**src/rtl/sub_pkg.sv**
```systemverilog
// Shared definitions for the subtract/saturate datapath family.
// Mode encoding, stage-depth limits and signed-bound helpers.
package sub_pkg;

  typedef enum logic {
    MODE_UNSIGNED = 1'b0,
    MODE_SIGNED   = 1'b1
  } sub_mode_e;

  localparam int unsigned DATAWIDTH_MIN = 2;
  localparam int unsigned STAGES_MIN    = 1;
  localparam int unsigned STAGES_MAX    = 4;

  // Helpers return a 64-bit pattern; callers truncate to their width (<= 64).
  localparam int unsigned HELPER_W = 64;

  function automatic logic [HELPER_W-1:0] signed_max(input int unsigned width);
    return (HELPER_W'(1) << (width - 1)) - HELPER_W'(1);
  endfunction

  function automatic logic [HELPER_W-1:0] signed_min(input int unsigned width);
    return HELPER_W'(1) << (width - 1);
  endfunction

endpackage

```
**src/rtl/sub_sat_core.sv**
```systemverilog
// Combinational subtract with signed/unsigned overflow detection and optional clamp.
module sub_sat_core
  import sub_pkg::*;
#(
  parameter int unsigned DATAWIDTH = 8
) (
  input  logic [DATAWIDTH-1:0] a,
  input  logic [DATAWIDTH-1:0] b,
  input  logic                 is_signed,
  input  logic                 saturate,
  output logic [DATAWIDTH-1:0] diff,
  output logic                 borrow,
  output logic                 overflow
);

  localparam int unsigned MSB = DATAWIDTH - 1;

  // Built by replication so the core stays width-agnostic beyond 64 bits.
  localparam logic [DATAWIDTH-1:0] SMAX = {1'b0, {(DATAWIDTH-1){1'b1}}};
  localparam logic [DATAWIDTH-1:0] SMIN = {1'b1, {(DATAWIDTH-1){1'b0}}};

  logic [DATAWIDTH-1:0] raw;
  sub_mode_e            mode;

  always_comb begin
    mode   = sub_mode_e'(is_signed);
    raw    = a - b;
    borrow = (a < b);
    if (mode == MODE_SIGNED) begin
      overflow = (a[MSB] != b[MSB]) && (raw[MSB] != a[MSB]);
    end else begin
      overflow = borrow;
    end

    diff = raw;
    if (saturate && overflow) begin
      if (mode == MODE_SIGNED) begin
        diff = a[MSB] ? SMIN : SMAX;
      end else begin
        diff = '0;
      end
    end
  end

endmodule

```
**src/rtl/sub_pipe.sv**
```systemverilog
// Pipelined subtractor: arithmetic captured in stage 1, later stages only delay,
// valid/ready handshake with back-pressure and bubble collapse.
module sub_pipe
  import sub_pkg::*;
#(
  parameter int unsigned DATAWIDTH = 8,
  parameter int unsigned STAGES    = 2
) (
  input  logic                 Clk,
  input  logic                 Rst,
  input  logic                 in_valid,
  output logic                 in_ready,
  input  logic [DATAWIDTH-1:0] a,
  input  logic [DATAWIDTH-1:0] b,
  input  logic                 is_signed,
  input  logic                 saturate,
  output logic                 out_valid,
  input  logic                 out_ready,
  output logic [DATAWIDTH-1:0] diff,
  output logic                 borrow,
  output logic                 overflow
);

  if (STAGES < STAGES_MIN || STAGES > STAGES_MAX) begin : g_bad_stages
    $error("sub_pipe: STAGES out of range");
  end
  if (DATAWIDTH < DATAWIDTH_MIN) begin : g_bad_width
    $error("sub_pipe: DATAWIDTH out of range");
  end

  typedef struct packed {
    logic [DATAWIDTH-1:0] diff;
    logic                 borrow;
    logic                 overflow;
  } beat_t;

  beat_t             core_res;
  beat_t             stage_q [STAGES];
  logic [STAGES-1:0] vld;
  logic [STAGES-1:0] adv;

  sub_sat_core #(
    .DATAWIDTH(DATAWIDTH)
  ) u_core (
    .a        (a),
    .b        (b),
    .is_signed(is_signed),
    .saturate (saturate),
    .diff     (core_res.diff),
    .borrow   (core_res.borrow),
    .overflow (core_res.overflow)
  );

  // A stage is blocked only when every stage after it is full and the sink stalls;
  // walking from the output end avoids a combinational chain through adv itself.
  always_comb begin
    logic blocked;
    blocked = !out_ready;
    adv     = '0;
    for (int unsigned i = 0; i < STAGES; i++) begin
      adv[STAGES-1-i] = vld[STAGES-1-i] && !blocked;
      blocked         = blocked && vld[STAGES-1-i];
    end
  end

  assign in_ready = !Rst && (!vld[0] || adv[0]);

  always_ff @(posedge Clk or posedge Rst) begin
    if (Rst) begin
      vld <= '0;
      for (int unsigned k = 0; k < STAGES; k++) begin
        stage_q[k] <= '0;
      end
    end else begin
      if (in_ready) begin
        vld[0] <= in_valid;
      end
      if (in_valid && in_ready) begin
        stage_q[0] <= core_res;
      end
      for (int unsigned k = 1; k < STAGES; k++) begin
        if (adv[k-1]) begin
          vld[k]     <= 1'b1;
          stage_q[k] <= stage_q[k-1];
        end else if (adv[k]) begin
          vld[k] <= 1'b0;
        end
      end
    end
  end

  assign out_valid = vld[STAGES-1];
  assign diff      = stage_q[STAGES-1].diff;
  assign borrow    = stage_q[STAGES-1].borrow;
  assign overflow  = stage_q[STAGES-1].overflow;

endmodule
```
**config.mk**
```make
export PLATFORM = sky130hd
export DESIGN_NAME = sub_pipe
export DESIGN_NICKNAME = d
export VERILOG_FILES = /design/src/rtl/sub_pkg.sv /design/src/rtl/sub_sat_core.sv /design/src/rtl/sub_pipe.sv
export SDC_FILE = /design/constraint.sdc
export NUM_CORES = 1
export LEC_CHECK = 0
export ABC_AREA = 1
export BUFFER_PORTS_ARGS = -buffer_cell sky130_fd_sc_hd__buf_2
export CAP_MARGIN = 20
export CORE_MARGIN = 4
export CORE_UTILIZATION = 57
export DETAILED_ROUTE_END_ITERATION = 8
export PLACE_DENSITY = 0.84
export SYNTH_ARGS = -nofsm -noshare
export SYNTH_HDL_FRONTEND = slang
export SYNTH_HIERARCHICAL = 1
export SYNTH_SLANG_ARGS = --single-unit
export TNS_END_PERCENT = 100
```
**constraint.sdc**
```tcl
create_clock -name Clk -period 2.2 [get_ports Clk]
set_input_delay 0.11 -clock Clk [delete_from_list [all_inputs] [get_ports Clk]]
set_output_delay 0.11 -clock Clk [all_outputs]
set_load 0.01 [all_outputs]
```
==> summary.txt <==
Power and ir drop
  • Maximum vdd drop: 0.6488 mV
  • Leakage power summed over all cells: 1.002 nW
  • Internal power component: 0.0007939 W
  • Fraction of power consumed by the clock network: 17.8%
  • Switching power as a share of total power: 35.20%
  • Switching Power: 0.0004312 W
  • Register share of total power: 47.1%
  • Pwr Density: 739.0 nW/µm²
  • Combinational Power Share: 35.1%

Die
  • Die Height: 59.26 µm
  • Die outline width: 59.26 µm
  • I/O Pins: 34
  • Die outline area: 3512 µm²
  • Core area: 2500 µm²
  • Site Rows: 18
  • Initial Util: 59.91%

Worst setup path
  • Slowest stage cell, crit path: dfrtp_1
  • Crit Reg-Reg Startpoint: vld[0]$_DFFE_PP0P_
  • Worst r2r path cells: 4
  • Worst reg2reg path endpoint: stage_q[14]$_DFFE_PP0P_
  • Type of element launching the critical path: flip-flop
  • Largest incremental delay on the critical path: 590 ps
  • Data required time of the critical path: 2090 ps
  • Largest fanout on the critical path: 13
  • Ordered list of cells on the worst path: nand3_2 > nand2_1 > inv_1 > buf_2
  • Type of the worst setup path: flip-flop to output pin
  • Arr. time, crit path: 1510 ps
  • Crit path capture type: output pin
  • Destination of the critical timing path: in_ready
  • Worst reg2reg setup slack: 860 ps
  • Crit. Startpoint: vld[0]$_DFFE_PP0P_

Layout
  • Number of inserted filler cells in the final layout: 222
  • Share of post-route cells with drive strength above 1: 24.66%
  • Post-route cell area: 1658 µm²
  • Number of nets at the end of the flow: 251
  • Number of diodes added for antenna fixing: 0
  • Area growth, synth to finish: 10.69%

Clocking
  • Total clock sinks: 22
  • Number of H-tree branching levels: 1
  • Max Root-Sink Buffers: 2
  • Cell at the root of the clock tree: clkbuf_4
  • CTS tree: done
  • Number of gates resized after CTS: 0
  • Total CTS buffers: 3
  • Total setup buffers inserted after CTS: 0
  • Clock latency reported for the late side of the worst-skew pair: 300 ps
  • Clock slew at the register clock pins of the worst setup and hold paths: 120 ps

Synthesis
  • Post-synthesis cell type with the largest combined area: dfrtp_1
  • Flops & latches, synth: 22
  • Syn_nets: 225
  • Post-synth ARST share: 100.0%
  • Fraction of synthesized cell area taken by the top area cell type: 36.76%
  • Number of distinct library cell variants in the gate-level netlist after synthesis: 25
  • Post-synthesis instance area: 1498 µm²
  • Mean cell area of the mapped netlist: 7.720 µm²
  • Synthesized netlist cell count: 194
  • Most frequent cell after synthesis: nand2_1
  • Cell types with the highest counts after synthesis: nand2_1 (73), dfrtp_1 (22), inv_1 (19)
  • Part of the Yosys area used for sequential elements: 36.76%
  • Warnings from Yosys: 6
  • Number of synthesized flops with an enable pin: 0
  • Ranking of synthesized cells by area: dfrtp_1 (37%), nand2_1 (18%), ha_1 (6.7%)
  • Top_reg_cell synth: dfrtp_1

Detailed routing
  • Average wire per cell in the routed design: 10.51 µm
  • Via density per instance: 4.988
  • DRC viols: 0
  • Drt pass-1 iters: 4
  • Final wirelength: 2.616 mm
  • Antenna violation net count after detailed routing: 0
  • Starting DRT DRC Count: 39
  • Via count of the routed design: 1242

Placement
  • Number of port buffers: 33
  • Area after DPL: 1612 µm²
  • HPWL after DPL: 2.233 mm
  • Placer Congestion: 0.7645

Timing
  • Final worst-path cycle share: 73.74%
  • Final Critical Period: 1622 ps
  • Final hold violation count: 0
  • Final TNS setup: 0 ps
  • Setup repair after global routing missed its margin: false
  • Relative max-transition margin: 75.04%
  • Fmax achieved: 0.6164 GHz
  • Number of setup violations in the final report: 0
  • Pins Over Slew Limit: 0
  • Worst-Margin Slew: 374.3 ps
  • Setup Skew: 3.389 ps

Flow run
  • Max-cap violations: 0

Status
  • Run status: finished clean

Global routing
  • Initial antenna violation count: 0
  • Total global-route track usage: 16.50%
  • Maximum number of pins on one net before global-route repair: 21
  • Vias in the first global route: 1148
  • Total congestion overflow after global routing: 0
  • Wire length of the first global-routing pass: 4.678 mm

Min path
  • HP Class: input port to flip-flop
metrics by stage:
step | hold slack [ps] | power (W) | setup WS [ps] | std cells | utilization (%)
CTS | 148.2 | 0.001238 | 574.8 | 249 | 66.32
global placement | 137.1 | 0.001005 | 392.0 | 244 | 64.46
floorplan | 198.1 | 0.0009543 | 579.1 | 194 | -
finish | 154.5 | 0.001225 | 577.7 | 249 | 66.32
detailed placement | 134.4 | 0.001024 | 305.9 | 244 | 64.46
global route | 157.1 | 0.001320 | 425.5 | 249 | 66.32
layer usage:
metal | global-route usage (%) | part of all wire (%)
met2 | 30.27 | 51
met5 | 0 | 0
met3 | 0.6536 | 5.0
met1 | 21.15 | 44
met4 | 3.883 | 0
worst min path at each step:
stage	start	to	slack [ps]	depth (start not counted)
after global routing	in_valid	stage_q[17]$_DFFE_PP0P_	160	3
final	in_valid	stage_q[12]$_DFFE_PP0P_	150	3
after global placement	Rst	stage_q[15]$_DFFE_PP0P_	140	3
after detailed placement	Rst	stage_q[16]$_DFFE_PP0P_	130	3
after floorplan	Rst	borrow$_DFFE_PP0P_	200	2
after CTS	in_valid	stage_q[15]$_DFFE_PP0P_	150	3
state kept, by name, indices dropped and copies added, names as in the netlist:
signal	count
stage_q	10
diff	8
vld	2
borrow	1
overflow	1
kinds of logic after synthesis:
| group | synth area share [%] |
|---|---|
| compound gates | 3.342 |
| buf+inv | 12.20 |
| flops | 36.76 |
| simple gates | 36.17 |
| xor+xnor | 3.509 |
| fa+ha+maj | 8.020 |
power by group through the flow:
stage               Sequential (W)  Combinational [W]  Clock, W
finish                    0.000577           0.000430  0.000218
global route              0.000592           0.000492  0.000236
global placement          0.000579           0.000426         0
CTS                       0.000579           0.000439  0.000220
floorplan                 0.000579           0.000375         0
detailed placement        0.000587           0.000437         0
worst max-delay path, delay by kind of cell, from the launching register on:
kind                   cells  cell delay, ps
flip-flops                 1             590
buffers and inverters      2             170
AND/OR/NAND/NOR            2             450
final cells by class:
class | instances | area [µm²] | area share, %
Clock buffer | 4 | 36.28 | 2.189
Inverter | 21 | 78.83 | 4.755
Multi-Input combinational cell | 136 | 764.5 | 46.11
Sequential cell | 22 | 550.5 | 33.21
Tap cell | 30 | 37.54 | 2.264
Timing Repair Buffer | 36 | 190.2 | 11.47
placed cells by master (no fill, tap or decap), types with 2 or more instances in the layout:
master	count
nand2_1	73
buf_2	33
dfrtp_1	22
inv_1	19
nand3_1	14
nand4_1	10
ha_1	8
nand2_2	5
a21oi_1	4
xor2_1	4
nand3_2	3
clkbuf_4	3
nand2_4	3
buf_4	2
clkinv_1	2
nor2_1	2
xnor2_1	2
timing repair:
action	in CTS	in global routing
endpoints found under the setup margin	0	0
hold endpoints to repair	22	0
hold buffers	1	0
Note: power is estimated with default switching activity, not from simulation.
